===== config.mk =====
export PLATFORM = sky130hd
export DESIGN_NAME = fht_but_sched
export DESIGN_NICKNAME = d
export VERILOG_FILES = /design/src/rtl/fht_sched_pkg.sv /design/src/rtl/fht_sched_dly.sv /design/src/rtl/fht_but_sched.sv
export SDC_FILE = /design/constraint.sdc
export NUM_CORES = 1
export LEC_CHECK = 0
export ABC_AREA = 1
export CAP_MARGIN = 20
export CORE_MARGIN = 3
export CORE_UTILIZATION = 58
export DETAILED_ROUTE_END_ITERATION = 6
export PLACE_DENSITY = 0.78
export SYNTH_ARGS = -nofsm -noshare
export SYNTH_HDL_FRONTEND = slang
export SYNTH_HIERARCHICAL = 1
export SYNTH_SLANG_ARGS = --single-unit

===== constraint.sdc =====
create_clock -name iCLK -period 6.1 [get_ports iCLK]
set_input_delay 0.915 -clock iCLK [delete_from_list [all_inputs] [get_ports iCLK]]
set_output_delay 0.915 -clock iCLK [all_outputs]
set_load 0.01 [all_outputs]

===== src/rtl/fht_sched_pkg.sv =====
// Shared types and derived constants for the FHT butterfly scheduler.
package fht_sched_pkg;

    typedef enum logic [1:0] {
        IDLE,
        RUN,
        DRAIN,
        DONE
    } sched_state_t;

    // Cycles from issue to write-back: one RAM read cycle plus the butterfly latency.
    function automatic int unsigned drain_cycles(input int unsigned but_lat);
        return 1 + but_lat;
    endfunction

endpackage


===== src/rtl/fht_sched_dly.sv =====
// Valid-qualified shift register; carries issue-time addresses to later pipeline points.
module fht_sched_dly #(
    parameter int unsigned W     = 1,
    parameter int unsigned DEPTH = 1
) (
    input  logic         clk,
    input  logic         rst_n,
    input  logic         vin,
    input  logic [W-1:0] din,
    output logic         vout,
    output logic [W-1:0] dout
);

    logic [DEPTH-1:0] v_q;
    logic [W-1:0]     d_q [DEPTH];

    always_ff @(posedge clk or negedge rst_n) begin
        if (!rst_n) begin
            v_q <= '0;
            for (int i = 0; i < DEPTH; i++) d_q[i] <= '0;
        end else begin
            v_q[0] <= vin;
            d_q[0] <= din;
            for (int i = 1; i < DEPTH; i++) begin
                v_q[i] <= v_q[i-1];
                d_q[i] <= d_q[i-1];
            end
        end
    end

    assign vout = v_q[DEPTH-1];
    assign dout = d_q[DEPTH-1];

endmodule


===== src/rtl/fht_but_sched.sv =====
// Stage/op sequencer for a single pipelined radix-2 FHT butterfly over ping-pong RAM banks.
module fht_but_sched
    import fht_sched_pkg::*;
#(
    parameter int unsigned N       = 1024,
    parameter int unsigned LOG2N   = $clog2(N),
    parameter int unsigned BUT_LAT = 2
) (
    input  logic                       iCLK,
    input  logic                       iRESET,
    input  logic                       iSTART,
    output logic                       oBUSY,
    output logic                       oDONE,
    output logic [$clog2(LOG2N)-1:0]   oSTAGE,
    output logic                       oRD_BANK,
    output logic [LOG2N-1:0]           oRD_ADDR_0,
    output logic [LOG2N-1:0]           oRD_ADDR_1,
    output logic [LOG2N-1:0]           oRD_ADDR_2,
    output logic [LOG2N-2:0]           oROM_ADDR,
    output logic                       oWR_EN,
    output logic                       oWR_BANK,
    output logic [LOG2N-1:0]           oWR_ADDR_0,
    output logic [LOG2N-1:0]           oWR_ADDR_1
);

    localparam int unsigned SW = $clog2(LOG2N);
    localparam int unsigned JW = LOG2N - 1;
    localparam int unsigned D  = drain_cycles(BUT_LAT);
    localparam int unsigned CW = $clog2(D + 1);
    localparam int unsigned WW = 1 + 2 * LOG2N;

    localparam logic [JW-1:0] JLAST = JW'(N / 2 - 1);
    localparam logic [SW-1:0] SLAST = SW'(LOG2N - 1);
    localparam logic [CW-1:0] CLAST = CW'(D - 1);

    sched_state_t     state, state_nxt;
    logic [SW-1:0]    stage_nxt;
    logic [JW-1:0]    j, j_nxt;
    logic [CW-1:0]    cnt, cnt_nxt;
    logic             issue_nxt;

    logic [LOG2N-1:0] h, k, b;
    logic [LOG2N-1:0] x0_nxt, x1_nxt, x2_nxt;
    logic [JW-1:0]    rom_nxt;

    logic             iss_v;
    logic [LOG2N-1:0] iss_x0;
    logic             x0_v;
    logic [LOG2N-1:0] x0_a;
    logic [WW-1:0]    wr_d;

    always_ff @(posedge iCLK or negedge iRESET) begin
        if (!iRESET) state <= IDLE;
        else         state <= state_nxt;
    end

    // Next state plus the stage/op/drain counters; issue_nxt marks an op for the coming cycle.
    always_comb begin
        state_nxt = state;
        stage_nxt = oSTAGE;
        j_nxt     = j;
        cnt_nxt   = cnt;
        issue_nxt = 1'b0;
        case (state)
            IDLE: begin
                if (iSTART) begin
                    state_nxt = RUN;
                    stage_nxt = '0;
                    j_nxt     = '0;
                    issue_nxt = 1'b1;
                end
            end
            RUN: begin
                if (j == JLAST) begin
                    state_nxt = DRAIN;
                    cnt_nxt   = '0;
                end else begin
                    j_nxt     = j + JW'(1);
                    issue_nxt = 1'b1;
                end
            end
            DRAIN: begin
                if (cnt == CLAST) begin
                    if (oSTAGE == SLAST) begin
                        state_nxt = DONE;
                    end else begin
                        state_nxt = RUN;
                        stage_nxt = oSTAGE + SW'(1);
                        j_nxt     = '0;
                        issue_nxt = 1'b1;
                    end
                end else begin
                    cnt_nxt = cnt + CW'(1);
                end
            end
            DONE: state_nxt = IDLE;
            default: state_nxt = IDLE;
        endcase
    end

    // Butterfly operand addresses for the op about to be issued.
    always_comb begin
        h       = LOG2N'(1) << stage_nxt;
        k       = LOG2N'(j_nxt) & (h - LOG2N'(1));
        b       = ((LOG2N'(j_nxt) >> stage_nxt) << stage_nxt) << 1;
        x0_nxt  = b + k;
        x1_nxt  = b + h + k;
        x2_nxt  = b + h + ((h - k) & (h - LOG2N'(1)));
        rom_nxt = JW'(k << (SW'(LOG2N - 1) - stage_nxt));
    end

    always_ff @(posedge iCLK or negedge iRESET) begin
        if (!iRESET) begin
            oSTAGE     <= '0;
            j          <= '0;
            cnt        <= '0;
            oBUSY      <= 1'b0;
            oDONE      <= 1'b0;
            iss_v      <= 1'b0;
            iss_x0     <= '0;
            oRD_ADDR_1 <= '0;
            oRD_ADDR_2 <= '0;
            oROM_ADDR  <= '0;
        end else begin
            oSTAGE     <= stage_nxt;
            j          <= j_nxt;
            cnt        <= cnt_nxt;
            oBUSY      <= (state_nxt != IDLE);
            oDONE      <= (state_nxt == DONE);
            iss_v      <= issue_nxt;
            iss_x0     <= x0_nxt;
            oRD_ADDR_1 <= x1_nxt;
            oRD_ADDR_2 <= x2_nxt;
            oROM_ADDR  <= rom_nxt;
        end
    end

    assign oRD_BANK = oSTAGE[0];

    // x0 is consumed one cycle after x1/x2.
    fht_sched_dly #(.W(LOG2N), .DEPTH(1)) u_x0_dly (
        .clk   (iCLK),
        .rst_n (iRESET),
        .vin   (iss_v),
        .din   (iss_x0),
        .vout  (x0_v),
        .dout  (x0_a)
    );

    assign oRD_ADDR_0 = x0_v ? x0_a : '0;

    // Write-back destination and bank follow the op through the read + butterfly latency.
    fht_sched_dly #(.W(WW), .DEPTH(D)) u_wr_dly (
        .clk   (iCLK),
        .rst_n (iRESET),
        .vin   (iss_v),
        .din   ({~oSTAGE[0], iss_x0, oRD_ADDR_1}),
        .vout  (oWR_EN),
        .dout  (wr_d)
    );

    assign oWR_BANK   = wr_d[WW-1];
    assign oWR_ADDR_0 = wr_d[2*LOG2N-1:LOG2N];
    assign oWR_ADDR_1 = wr_d[LOG2N-1:0];

endmodule

==> impl_metrics.json <==
{
  "slowest_delay_ps": 490,
  "power_density_nw_per_um2": 219.7,
  "gp_congestion": 1.002,
  "clock_power_share_pct": 52.1,
  "grt_util_all_layers_pct": 28.99,
  "grt_overflow": 0,
  "drive_above_1_share_pct": 14.19,
  "cts_setup_buffers": 0,
  "flow.area_growth_from_synthesis_pct": 17.85,
  "die_w_um": 119.1,
  "area_share_of_the_largest_cell_type_after_synthesis_pct": 45.52,
  "report.final.setup_viol": 0,
  "holdPathStages": 0,
  "critical_path.endpoint_type": "register",
  "chipHeight_um": 119.1,
  "synthesis.instances": 829,
  "tritoncts": "done",
  "tns_ps": 0,
  "ys_seq_elements": 135,
  "clock_skew_after_layout_ps": 7.075,
  "synth.yosys.seq_area_share_pct": 45.52,
  "worstHoldPathType": "reg -> reg",
  "power_frac_comb_pct": 1.2,
  "yosys_warnings": 6,
  "worst_setup_path_start_kind": "primary input",
  "netlist.top_cell.by_area": "sky130_fd_sc_hd__dfrtp_1",
  "cts.clk_slew.worst_paths_ps": 60,
  "dr.first_iter.drc_count": 476,
  "synth_cell_types": 57,
  "grt_start_max_net_pins": 72,
  "share_seq_of_total_power_pct": 46.8,
  "crit_fanout": 9,
  "initial_core_util_pct": 60.53,
  "cp_num_cells": 33,
  "async_flop_share_pct": 100.0,
  "cts.htree.levels": 4,
  "worst_r2r_path_depth": 33,
  "tritonroute_pass_1_iters": 7,
  "pre_cts_ws_ps": 237.6,
  "cap_violations": 0,
  "worst_path_required_time_ps": 6460,
  "timing.setup.critical_path_class": "in -> reg",
  "avgViaCountPerCell": 5.519,
  "critical_path.slowest_cell": "sky130_fd_sc_hd__clkdlybuf4s50_1",
  "power.ir.vdd_worst_v": 0.0001536,
  "worstMarginPinSlew_ps": 834.0,
  "grt_first_pass_wirelength_um": 31910,
  "grt_pass1_vias": 5984,
  "net_switching_power_mw": 0.4381,
  "clkLatencyLatePin_ps": 420,
  "fill_cells": 949,
  "critical_path_arrival_ps": 5830,
  "avgSynthCellArea_um2": 8.953,
  "io_buffer_count": 70,
  "hold_violations": 0,
  "achievable-frequency_mhz": 182.8,
  "cts_max_path_buffers": 2,
  "synth_edf_count": 0,
  "ys_dominant_reg_cell": "sky130_fd_sc_hd__dfrtp_1",
  "post-route-worst-setup-slack_ps": 630.9,
  "placement_rows": 40,
  "floorplan.die_area_um2": 14190,
  "grt_antenna_before_repair": 0,
  "place_hpwl_um": 14350,
  "swShare_pct": 22.79,
  "timing.final.max_slew_violations": 0,
  "fin_nets": 944,
  "critical_path_buf_inv_count": 8,
  "drt-total-wl_um": 19430,
  "critical-path-top-delay-family": "simple AND/OR/NAND/NOR gates",
  "postLayoutCellArea_um2": 8747,
  "via_count": 5944,
  "numCtsBuffers": 17,
  "power.internal_mw": 1.484,
  "mappedNetlistArea_um2": 7422,
  "layout_worst_path_cycle_share_pct": 89.66,
  "finalCriticalPeriod_ps": 5469,
  "post_cts_resized": 0,
  "status": "finished clean",
  "slew-limit-headroom_pct": 44.40,
  "cts_hold_buf": 0,
  "postPlaceCellArea_um2": 8168,
  "root_buffer": "sky130_fd_sc_hd__clkbuf_16",
  "grt_setup_unrepaired": "false",
  "power.static_leakage_nw": 4.550,
  "clock_sinks": 135,
  "post_drt_antenna_nets": 0,
  "core_region_area_um2": 12260,
  "detail_route.drc_violations": 0,
  "antenna-diode-count": 0,
  "netlist_top_cells_area": "sky130_fd_sc_hd__dfrtp_1 (46%), sky130_fd_sc_hd__nand2_1 (8.6%), sky130_fd_sc_hd__ha_1 (7.1%)",
  "detail_route.wl_per_cell_um": 18.04,
  "number_of_ports_placed_on_the_die_boundary": 71
}
## sequential cells by signal, summed over array words and instances (netlist names)
| signal | cells |
|---|---|
| u_x0_dly/vout | 1 |
| iss_x0 | 10 |
| cnt | 2 |
| u_x0_dly/dout | 10 |
| j | 9 |
| oDONE | 1 |
| state | 2 |
| u_wr_dly/d_q | 42 |
| oBUSY | 1 |
| u_wr_dly/dout | 21 |
| oRD_ADDR_2 | 10 |
| oSTAGE | 4 |
| oRD_ADDR_1 | 9 |
| iss_v | 1 |
| u_wr_dly/v_q | 3 |
| oROM_ADDR | 9 |
## cell type report
cell class | instances | area [um^2] | area share, %
clock buffer | 22 | 494.2 | 5.650
clock inverter | 10 | 82.58 | 0.9441
inverter | 105 | 411.6 | 4.706
multi-input combinational | 557 | 3393 | 38.79
sequential | 135 | 3378 | 38.62
tap | 168 | 210.2 | 2.403
timing repair buffer | 80 | 777.0 | 8.883
## power groups by stage
stage	clock network (mW)	registers (mW)	logic, mW
after floorplan	0	0.915	0.00190
after global placement	0	0.915	0.0227
after detailed placement	0	0.915	0.0239
after CTS	1.01	0.899	0.0239
after global routing	1.05	0.899	0.0264
final	1.00	0.899	0.0224
## synth_stat cells, types with 2 or more instances
master,instances
sky130_fd_sc_hd__a211oi_1,3
sky130_fd_sc_hd__a21oi_1,39
sky130_fd_sc_hd__a31oi_1,2
sky130_fd_sc_hd__buf_4,24
sky130_fd_sc_hd__buf_6,4
sky130_fd_sc_hd__clkbuf_1,4
sky130_fd_sc_hd__dfrtp_1,135
sky130_fd_sc_hd__fa_1,3
sky130_fd_sc_hd__ha_1,42
sky130_fd_sc_hd__inv_1,91
sky130_fd_sc_hd__inv_2,9
sky130_fd_sc_hd__inv_4,3
sky130_fd_sc_hd__inv_6,2
sky130_fd_sc_hd__nand2_1,171
sky130_fd_sc_hd__nand2_2,20
sky130_fd_sc_hd__nand2_4,7
sky130_fd_sc_hd__nand2_8,2
sky130_fd_sc_hd__nand3_1,57
sky130_fd_sc_hd__nand3_2,8
sky130_fd_sc_hd__nand3_4,3
sky130_fd_sc_hd__nand3b_1,2
sky130_fd_sc_hd__nand4_1,10
sky130_fd_sc_hd__nand4_2,2
sky130_fd_sc_hd__nor2_1,69
sky130_fd_sc_hd__nor2_2,8
sky130_fd_sc_hd__nor2_4,4
sky130_fd_sc_hd__nor2_8,2
sky130_fd_sc_hd__nor3_1,4
sky130_fd_sc_hd__nor3b_1,2
sky130_fd_sc_hd__o211a_1,2
sky130_fd_sc_hd__o211ai_1,2
sky130_fd_sc_hd__o21ai_0,22
sky130_fd_sc_hd__o21ai_1,8
sky130_fd_sc_hd__o21ai_2,5
sky130_fd_sc_hd__o21bai_1,4
sky130_fd_sc_hd__o22ai_1,5
sky130_fd_sc_hd__xnor2_1,5
sky130_fd_sc_hd__xor2_1,25
## per-layer routing
metal / share of wire [%] / vias up / GRT usage (%)
li1: - / 2791 / -
met5: 0 / - / 0
met3: 5.8 / 44 / 5.508
met4: 2.3 / 0 / 9.558
met2: 49 / 238 / 47.93
met1: 42 / 2871 / 38.57
## final timing paths
kind,start,end,slack [ps]
setup / recovery,iSTART,oRD_ADDR_2[9],630
hold / removal,u_wr_dly/d_q[34],u_wr_dly/dout[13],350
setup reg to reg,oSTAGE[1],oRD_ADDR_2[9],690
hold reg to reg,u_wr_dly/d_q[34],u_wr_dly/dout[13],350
max in group asynchronous,iRESET,oRD_ADDR_2[9],4370
min in group asynchronous,iRESET,u_wr_dly/dout[0],480
## cells by family (layout without fill, tap and decap cells)
| kind of cell | count (synthesis) | in the layout | share of synthesized area [%] |
|---|---|---|---|
| XOR/XNOR | 31 | 31 | 3.759 |
| buffers and inverters | 138 | 217 | 8.850 |
| adder cells (fa/ha/maj) | 45 | 45 | 7.889 |
| flip-flops | 135 | 135 | 45.52 |
| AND/OR/NAND/NOR | 377 | 377 | 25.61 |
| multiplexers | 1 | 1 | 0.1517 |
| AO/OA/AOI/OAI | 101 | 101 | 8.176 |
| other | 1 | 2 | 0.05052 |
## placed cells by master, fill, tap and decap left out, types with 3 or more instances in the layout
cell type / n
sky130_fd_sc_hd__nand2_4: 7
sky130_fd_sc_hd__a211oi_1: 3
sky130_fd_sc_hd__xor2_1: 25
sky130_fd_sc_hd__nor3_1: 4
sky130_fd_sc_hd__nor2_1: 68
sky130_fd_sc_hd__nand3_2: 8
sky130_fd_sc_hd__inv_4: 3
sky130_fd_sc_hd__nor2_2: 9
sky130_fd_sc_hd__nand2_1: 171
sky130_fd_sc_hd__inv_1: 91
sky130_fd_sc_hd__dfrtp_1: 135
sky130_fd_sc_hd__nand4_1: 10
sky130_fd_sc_hd__xnor2_1: 5
sky130_fd_sc_hd__clkinvlp_4: 3
sky130_fd_sc_hd__buf_4: 10
sky130_fd_sc_hd__nand3_1: 57
sky130_fd_sc_hd__nand3_4: 3
sky130_fd_sc_hd__clkbuf_8: 5
sky130_fd_sc_hd__o21bai_1: 4
sky130_fd_sc_hd__nor2_4: 4
sky130_fd_sc_hd__o22ai_1: 5
sky130_fd_sc_hd__inv_2: 9
sky130_fd_sc_hd__nand2_2: 20
sky130_fd_sc_hd__o21ai_1: 8
sky130_fd_sc_hd__o21ai_2: 5
sky130_fd_sc_hd__a21oi_1: 39
sky130_fd_sc_hd__inv_6: 6
sky130_fd_sc_hd__clkbuf_16: 17
sky130_fd_sc_hd__clkdlybuf4s50_1: 69
sky130_fd_sc_hd__fa_1: 3
sky130_fd_sc_hd__o21ai_0: 22
sky130_fd_sc_hd__ha_1: 42
## metrics by stage
stage / total power, mW / hold slack, ps / std cells / util (%)
after floorplan: 0.9173 / 331.2 / 830 / -
after global placement: 0.9375 / 332.2 / 1045 / 66.61
after detailed placement: 0.9389 / 334.7 / 1045 / 66.61
after CTS: 1.931 / 352.2 / 1077 / 71.32
after global routing: 1.976 / 353.2 / 1077 / 71.34
final: 1.922 / 350.7 / 1077 / 71.34
(Power assumes the default switching activity.)
